--- src/rtl/ps2_mouse_pkg.sv ---
// Shared constants and FSM encoding for the PS/2 mouse path.
// INC_W is also used by the ps2_mouse_interface receiver.
package ps2_mouse_pkg;

  localparam int INC_W     = 9;
  localparam int DEF_H_RES = 640;
  localparam int DEF_V_RES = 480;
  localparam int DEF_POS_W = 10;

  typedef enum logic [2:0] {
    RST_HOLD = 3'd0,
    IDLE     = 3'd1,
    ACK      = 3'd2,
    CALC     = 3'd3,
    COMMIT   = 3'd4,
    FAULT    = 3'd5
  } ctrl_state_t;

endpackage

--- src/rtl/ps2_axis_clamp.sv ---
// One cursor axis: scaled signed increment applied to a position, clamped to 0..LIMIT-1.
// INVERT subtracts the increment (mouse Y up is screen Y down).
module ps2_axis_clamp
  import ps2_mouse_pkg::*;
#(
  parameter int LIMIT  = DEF_H_RES,
  parameter int POS_W  = DEF_POS_W,
  parameter bit INVERT = 1'b0
) (
  input  logic [POS_W-1:0] pos,
  input  logic [INC_W-1:0] inc,
  input  logic [1:0]       speed,
  output logic [POS_W-1:0] result
);

  // Four guard bits hold 1023 +/- 2048 without wrapping before the clamp.
  localparam int SW = POS_W + 4;
  localparam logic signed [SW-1:0] MAX_S = SW'(LIMIT - 1);
  localparam logic [POS_W-1:0]     MAX_P = POS_W'(LIMIT - 1);

  logic signed [SW-1:0] pos_ext_s;
  logic signed [SW-1:0] inc_ext_s;
  logic signed [SW-1:0] delta_s;
  logic signed [SW-1:0] sum_s;

  // Sign-extend, scale, add or subtract, then saturate.
  always_comb begin
    pos_ext_s = {{(SW-POS_W){1'b0}}, pos};
    inc_ext_s = {{(SW-INC_W){inc[INC_W-1]}}, inc};
    delta_s   = inc_ext_s <<< speed;
    if (INVERT) begin
      sum_s = pos_ext_s - delta_s;
    end else begin
      sum_s = pos_ext_s + delta_s;
    end
    if (sum_s[SW-1]) begin
      result = {POS_W{1'b0}};
    end else if (sum_s > MAX_S) begin
      result = MAX_P;
    end else begin
      result = sum_s[POS_W-1:0];
    end
  end

endmodule

--- src/rtl/ps2_cursor_ctrl.sv ---
// Sequences the PS/2 mouse receiver (init, bounded retries, packet handshake)
// and maintains a clamped absolute cursor with button state for the paint datapath.
module ps2_cursor_ctrl
  import ps2_mouse_pkg::*;
#(
  parameter int H_RES       = DEF_H_RES,
  parameter int V_RES       = DEF_V_RES,
  parameter int POS_W       = DEF_POS_W,
  parameter int RST_CYCLES  = 16,
  parameter int MAX_RETRIES = 3
) (
  input  logic             clk,
  input  logic             reset,
  input  logic             data_ready,
  input  logic [INC_W-1:0] x_increment,
  input  logic [INC_W-1:0] y_increment,
  input  logic             left_button,
  input  logic             right_button,
  input  logic             error_no_ack,
  output logic             read,
  output logic             mouse_reset,
  input  logic [1:0]       speed,
  input  logic             recenter,
  output logic [POS_W-1:0] cursor_x,
  output logic [POS_W-1:0] cursor_y,
  output logic             btn_left,
  output logic             btn_right,
  output logic             click,
  output logic             update,
  output logic             fault
);

  localparam int CNT_W = (RST_CYCLES > 1) ? $clog2(RST_CYCLES) : 1;
  localparam int RTY_W = $clog2(MAX_RETRIES + 1);
  localparam logic [CNT_W-1:0] HOLD_LAST = CNT_W'(RST_CYCLES - 1);
  localparam logic [RTY_W-1:0] RTY_MAX   = RTY_W'(MAX_RETRIES);
  localparam logic [POS_W-1:0] CENTER_X  = POS_W'(H_RES / 2);
  localparam logic [POS_W-1:0] CENTER_Y  = POS_W'(V_RES / 2);

  ctrl_state_t      state_r;
  logic [CNT_W-1:0] hold_cnt_r;
  logic [RTY_W-1:0] retry_cnt_r;
  logic [INC_W-1:0] x_inc_r;
  logic [INC_W-1:0] y_inc_r;
  logic [1:0]       speed_r;
  logic             left_r;
  logic             right_r;
  logic [POS_W-1:0] calc_x_r;
  logic [POS_W-1:0] calc_y_r;
  logic             recenter_pend_r;
  logic [POS_W-1:0] next_x_s;
  logic [POS_W-1:0] next_y_s;

  ps2_axis_clamp #(
    .LIMIT (H_RES),
    .POS_W (POS_W),
    .INVERT(1'b0)
  ) u_clamp_x (
    .pos   (cursor_x),
    .inc   (x_inc_r),
    .speed (speed_r),
    .result(next_x_s)
  );

  ps2_axis_clamp #(
    .LIMIT (V_RES),
    .POS_W (POS_W),
    .INVERT(1'b1)
  ) u_clamp_y (
    .pos   (cursor_y),
    .inc   (y_inc_r),
    .speed (speed_r),
    .result(next_y_s)
  );

  // Controller FSM with registered handshake, cursor and status outputs.
  always_ff @(posedge clk) begin
    if (!reset) begin
      state_r         <= RST_HOLD;
      hold_cnt_r      <= {CNT_W{1'b0}};
      retry_cnt_r     <= {RTY_W{1'b0}};
      x_inc_r         <= {INC_W{1'b0}};
      y_inc_r         <= {INC_W{1'b0}};
      speed_r         <= 2'd0;
      left_r          <= 1'b0;
      right_r         <= 1'b0;
      calc_x_r        <= CENTER_X;
      calc_y_r        <= CENTER_Y;
      recenter_pend_r <= 1'b0;
      mouse_reset     <= 1'b1;
      read            <= 1'b0;
      fault           <= 1'b0;
      cursor_x        <= CENTER_X;
      cursor_y        <= CENTER_Y;
      btn_left        <= 1'b0;
      btn_right       <= 1'b0;
      click           <= 1'b0;
      update          <= 1'b0;
    end else begin
      read   <= 1'b0;
      click  <= 1'b0;
      update <= 1'b0;
      case (state_r)
        RST_HOLD: begin
          mouse_reset <= 1'b1;
          if (hold_cnt_r == HOLD_LAST) begin
            hold_cnt_r  <= {CNT_W{1'b0}};
            mouse_reset <= 1'b0;
            state_r     <= IDLE;
          end else begin
            hold_cnt_r <= hold_cnt_r + {{(CNT_W-1){1'b0}}, 1'b1};
          end
        end
        IDLE: begin
          // A missing ack outranks a pending packet: the link is suspect.
          if (error_no_ack) begin
            mouse_reset <= 1'b1;
            if (retry_cnt_r < RTY_MAX) begin
              retry_cnt_r <= retry_cnt_r + {{(RTY_W-1){1'b0}}, 1'b1};
              state_r     <= RST_HOLD;
            end else begin
              fault   <= 1'b1;
              state_r <= FAULT;
            end
          end else if (data_ready) begin
            read    <= 1'b1;
            state_r <= ACK;
          end else begin
            state_r <= IDLE;
          end
          if (recenter) begin
            cursor_x <= CENTER_X;
            cursor_y <= CENTER_Y;
            update   <= 1'b1;
          end
        end
        ACK: begin
          x_inc_r     <= x_increment;
          y_inc_r     <= y_increment;
          speed_r     <= speed;
          left_r      <= left_button;
          right_r     <= right_button;
          retry_cnt_r <= {RTY_W{1'b0}};
          if (recenter) begin
            recenter_pend_r <= 1'b1;
          end
          state_r <= CALC;
        end
        CALC: begin
          calc_x_r <= next_x_s;
          calc_y_r <= next_y_s;
          if (recenter) begin
            recenter_pend_r <= 1'b1;
          end
          state_r <= COMMIT;
        end
        COMMIT: begin
          // A recenter seen during the packet overrides the position, one update total.
          if (recenter || recenter_pend_r) begin
            cursor_x <= CENTER_X;
            cursor_y <= CENTER_Y;
          end else begin
            cursor_x <= calc_x_r;
            cursor_y <= calc_y_r;
          end
          btn_left        <= left_r;
          btn_right       <= right_r;
          click           <= left_r & ~btn_left;
          update          <= 1'b1;
          recenter_pend_r <= 1'b0;
          state_r         <= IDLE;
        end
        FAULT: begin
          mouse_reset <= 1'b1;
          fault       <= 1'b1;
          state_r     <= FAULT;
        end
        default: begin
          mouse_reset <= 1'b1;
          hold_cnt_r  <= {CNT_W{1'b0}};
          state_r     <= RST_HOLD;
        end
      endcase
    end
  end

endmodule

--- config.mk ---
export PLATFORM = sky130hd
export DESIGN_NAME = ps2_cursor_ctrl
export DESIGN_NICKNAME = d
export VERILOG_FILES = /design/src/rtl/ps2_mouse_pkg.sv /design/src/rtl/ps2_axis_clamp.sv /design/src/rtl/ps2_cursor_ctrl.sv
export SDC_FILE = /design/constraint.sdc
export NUM_CORES = 1
export LEC_CHECK = 0
export CAP_MARGIN = 0
export CORE_MARGIN = 10
export CORE_UTILIZATION = 55
export CTS_CLUSTER_SIZE = 16
export DETAILED_ROUTE_END_ITERATION = 10
export GPL_TIMING_DRIVEN = 0
export MAX_ROUTING_LAYER = met4
export PLACE_DENSITY_LB_ADDON = 0.15
export SYNTH_ARGS = -nofsm -noshare
export SYNTH_HDL_FRONTEND = slang
export SYNTH_SLANG_ARGS = --single-unit
--- constraint.sdc ---
create_clock -name clk -period 10.3 [get_ports clk]
set_clock_uncertainty 0.2 [all_clocks]
set_input_delay 3.09 -clock clk [delete_from_list [all_inputs] [get_ports clk]]
set_output_delay 3.09 -clock clk [all_outputs]
set_load 0.1 [all_outputs]
==> results_dict.tcl <==
set metrics [dict create \
    outcome "complete, no violations" \
    ant_nets 0 \
    postCtsSetupBuffers 0 \
    dieArea_um2 12200 \
    first_pass_iters 5 \
    synth_ff_type "dfxtp_1" \
    crit_chain "clkdlybuf4s50_1" \
    yosys_warnings 0 \
    die_h_um 111 \
    power.switching_w 0.000129 \
    worstHoldPathCells 2 \
    cts_buffer_depth 2 \
    grt_pass1_wl_um 20100 \
    die_w_um 111 \
    maxSlewHeadroom_pct 32.9 \
    dpl.hpwl_um 9440 \
    viasPerCell 6.00 \
    crit_slowest_cell "clkdlybuf4s50_1" \
    cts_buffers 9 \
    track_usage_pct 20.0 \
    critical_path_cell_count 1 \
    p_clk_share_pct 38.2 \
    rr_worst_depth 13 \
    fin_crit_ns 5.27 \
    finalHoldViolations 0 \
    crit_family "buffers and inverters" \
    synthesis.area_um2 4510 \
    drv_slew 0 \
    area_growth_pct 18.2 \
    comb_power_share_pct 4.1 \
    nets 670 \
    drc_errors 0 \
    layout_worst_path_cycle_share_pct 51.2 \
    port_buffers 53 \
    worstSkewPairLatency_ns 0.36 \
    synth-seq-cells 79 \
    grt_pass1_vias 4046 \
    ctsHoldBuffers 0 \
    synth.avg_cell_area_um2 8.12 \
    wirelength_um 12500 \
    cts_num_sinks 79 \
    switching_share_pct 24.2 \
    drive_above_1_share_pct 6.26 \
    critical_path_required_ns 7.01 \
    ir_worst_vdd_uv 94.8 \
    grt_setup_unrepaired "false" \
    routedWlPerCell_um 17.2 \
    final_cell_mix "nand2_1, dfxtp_1, nor2_1, a21oi_1, clkdlybuf4s50_1" \
    crit_arrival_ns 1.98 \
    postCtsResizedCells 0 \
    yosys.area.top_type_share_pct 35.1 \
    n_antenna_cell 0 \
    gp_congestion 0.891 \
    endpoint_kind "output port" \
    core_um2 7850 \
    cap_viol_max_count 0 \
    grt_max_degree 14 \
    root_buffer "clkbuf_8" \
    num_io_pins 54 \
    seqPwrFrac_pct 57.7 \
    ys_async_sr_fraction_pct 0 \
    synthTopCellsByArea "dfxtp_1, nand2_1, a21oi_1" \
    crit_fanout 4 \
    clk_pin_slew_ns 0.09 \
    drtIter0Drc 208 \
    dpl_worst_slack_ns 5.17 \
    htreeDepth 3 \
    criticalPathCategory "reg -> out" \
    worst_pin_slew_ns 1.00 \
    p_leak_nw 1.90 \
    finalSetupTns_ns 0 \
    initial_core_util_pct 57.4 \
    fmax_mhz 190 \
    p_per_area_nw_per_um2 99.9 \
    cp.buffers_inverters 1 \
    setup.worst_path.start_class "flop" \
    cts_tree "done" \
    vias 4353 \
    synth.largest_area_cell "dfxtp_1" \
    num_rows 32 \
    setup_violations 0 \
    synthCells 555 \
    p_int_w 0.000404 \
    synthDistinctLibCells 65 \
    grt_overflow 0 \
    synth_edf_count 0 \
    worst_slack_ns 5.03 \
    ys_seq_area_share_pct 35.1 \
    cpPeakStageDelay_ns 1.17 \
    syn_nets 606 \
    final_common_cell "nand2_1" \
    antenna_found_initial 0 \
    min_path_type "reg -> reg" \
]
==> cells by family after synthesis <==
logic type | synth area share [%]
multiplexers | 6.77
AO/OA/AOI/OAI | 24.5
XOR/XNOR | 2.14
AND/OR/NAND/NOR | 20.3
buffers and inverters | 4.19
flip-flops | 35.1
adder cells (fa/ha/maj) | 7.00
==> area by class of cell <==
| type | instances | area, um2 |
|---|---|---|
| Multi-Input combinational cell | 430 | 2740 |
| Fill cell | 705 | 2520 |
| Sequential cell | 79 | 1580 |
| Timing Repair Buffer | 53 | 531 |
| Clock buffer | 10 | 128 |
| Tap cell | 102 | 128 |
| Buffer | 29 | 125 |
| Inverter | 17 | 63.8 |
| Clock inverter | 5 | 36.3 |
==> cells in the mapped netlist, types with 5 or more instances <==
cell type   n
mux4_2      5
mux2i_1    17
xnor2_1     7
a211oi_1    8
nand3_1    12
nand2_1    94
ha_1       22
a22oi_1    16
o21ai_0    14
clkbuf_1   25
dfxtp_1    79
inv_1      15
nor3_1     10
nor2b_1     6
o22ai_1     7
o21a_1      6
nand2b_1    6
a21oi_1    60
nor2_1     64
==> stage by stage <==
stage	hold slack [ns]	instance area, um2	utilization, %	cells	power, W
floorplan	0.228	4510	-	555	0.000322
global placement	0.249	5160	65.8	710	0.000336
detailed placement	0.252	5160	65.8	710	0.000336
CTS	0.273	5330	67.9	725	0.000534
global route	0.290	5330	67.9	725	0.000547
finish	0.269	5330	67.9	725	0.000532
==> routing by layer <==
metal  GRT usage [%]  wire length (um)
met1            24.6              5530
met2            32.3              5950
met3            3.89               795
met4            6.30               216
met5               -                 0
==> power by group through the flow <==
stage	registers [W]	logic, W	clock network, W
2_1_floorplan	0.000314	0.00000787	0
5_1_grt	0.000307	0.0000238	0.000216
6_report	0.000307	0.0000219	0.000203
3_5_place_dp	0.000314	0.0000217	0
3_3_place_gp	0.000314	0.0000212	0
4_1_cts	0.000307	0.0000218	0.000205
==> registers in the layout, indices dropped and copies added, names as in the netlist <==
| register | cells |
|---|---|
| update | 1 |
| state_r | 3 |
| recenter_pend_r | 1 |
| y_inc_r | 9 |
| hold_cnt_r | 4 |
| fault | 1 |
| mouse_reset | 1 |
| left_r | 1 |
| read | 1 |
| click | 1 |
| calc_y_r | 10 |
| cursor_x | 10 |
| right_r | 1 |
| btn_left | 1 |
| btn_right | 1 |
| speed_r | 2 |
| calc_x_r | 10 |
| x_inc_r | 9 |
| cursor_y | 10 |
| retry_cnt_r | 2 |
==> tightest hold or removal path, cell delays in order, from the launching register on <==
cell and delay [ns]:
dfxtp_1 0.32, nand2_1 0.05, a21oi_1 0.05
==> path summary, 6_finish.rpt <==
check / endpoint / slack [ns] / startpoint
min reg2reg: y_inc_r[5] / 0.27 / y_inc_r[5]
min: y_inc_r[5] / 0.27 / y_inc_r[5]
max: cursor_y[1] / 5.03 / cursor_y[1]
max reg2reg: calc_x_r[1] / 6.11 / speed_r[0]
Note: power is estimated with default switching activity, not from simulation.
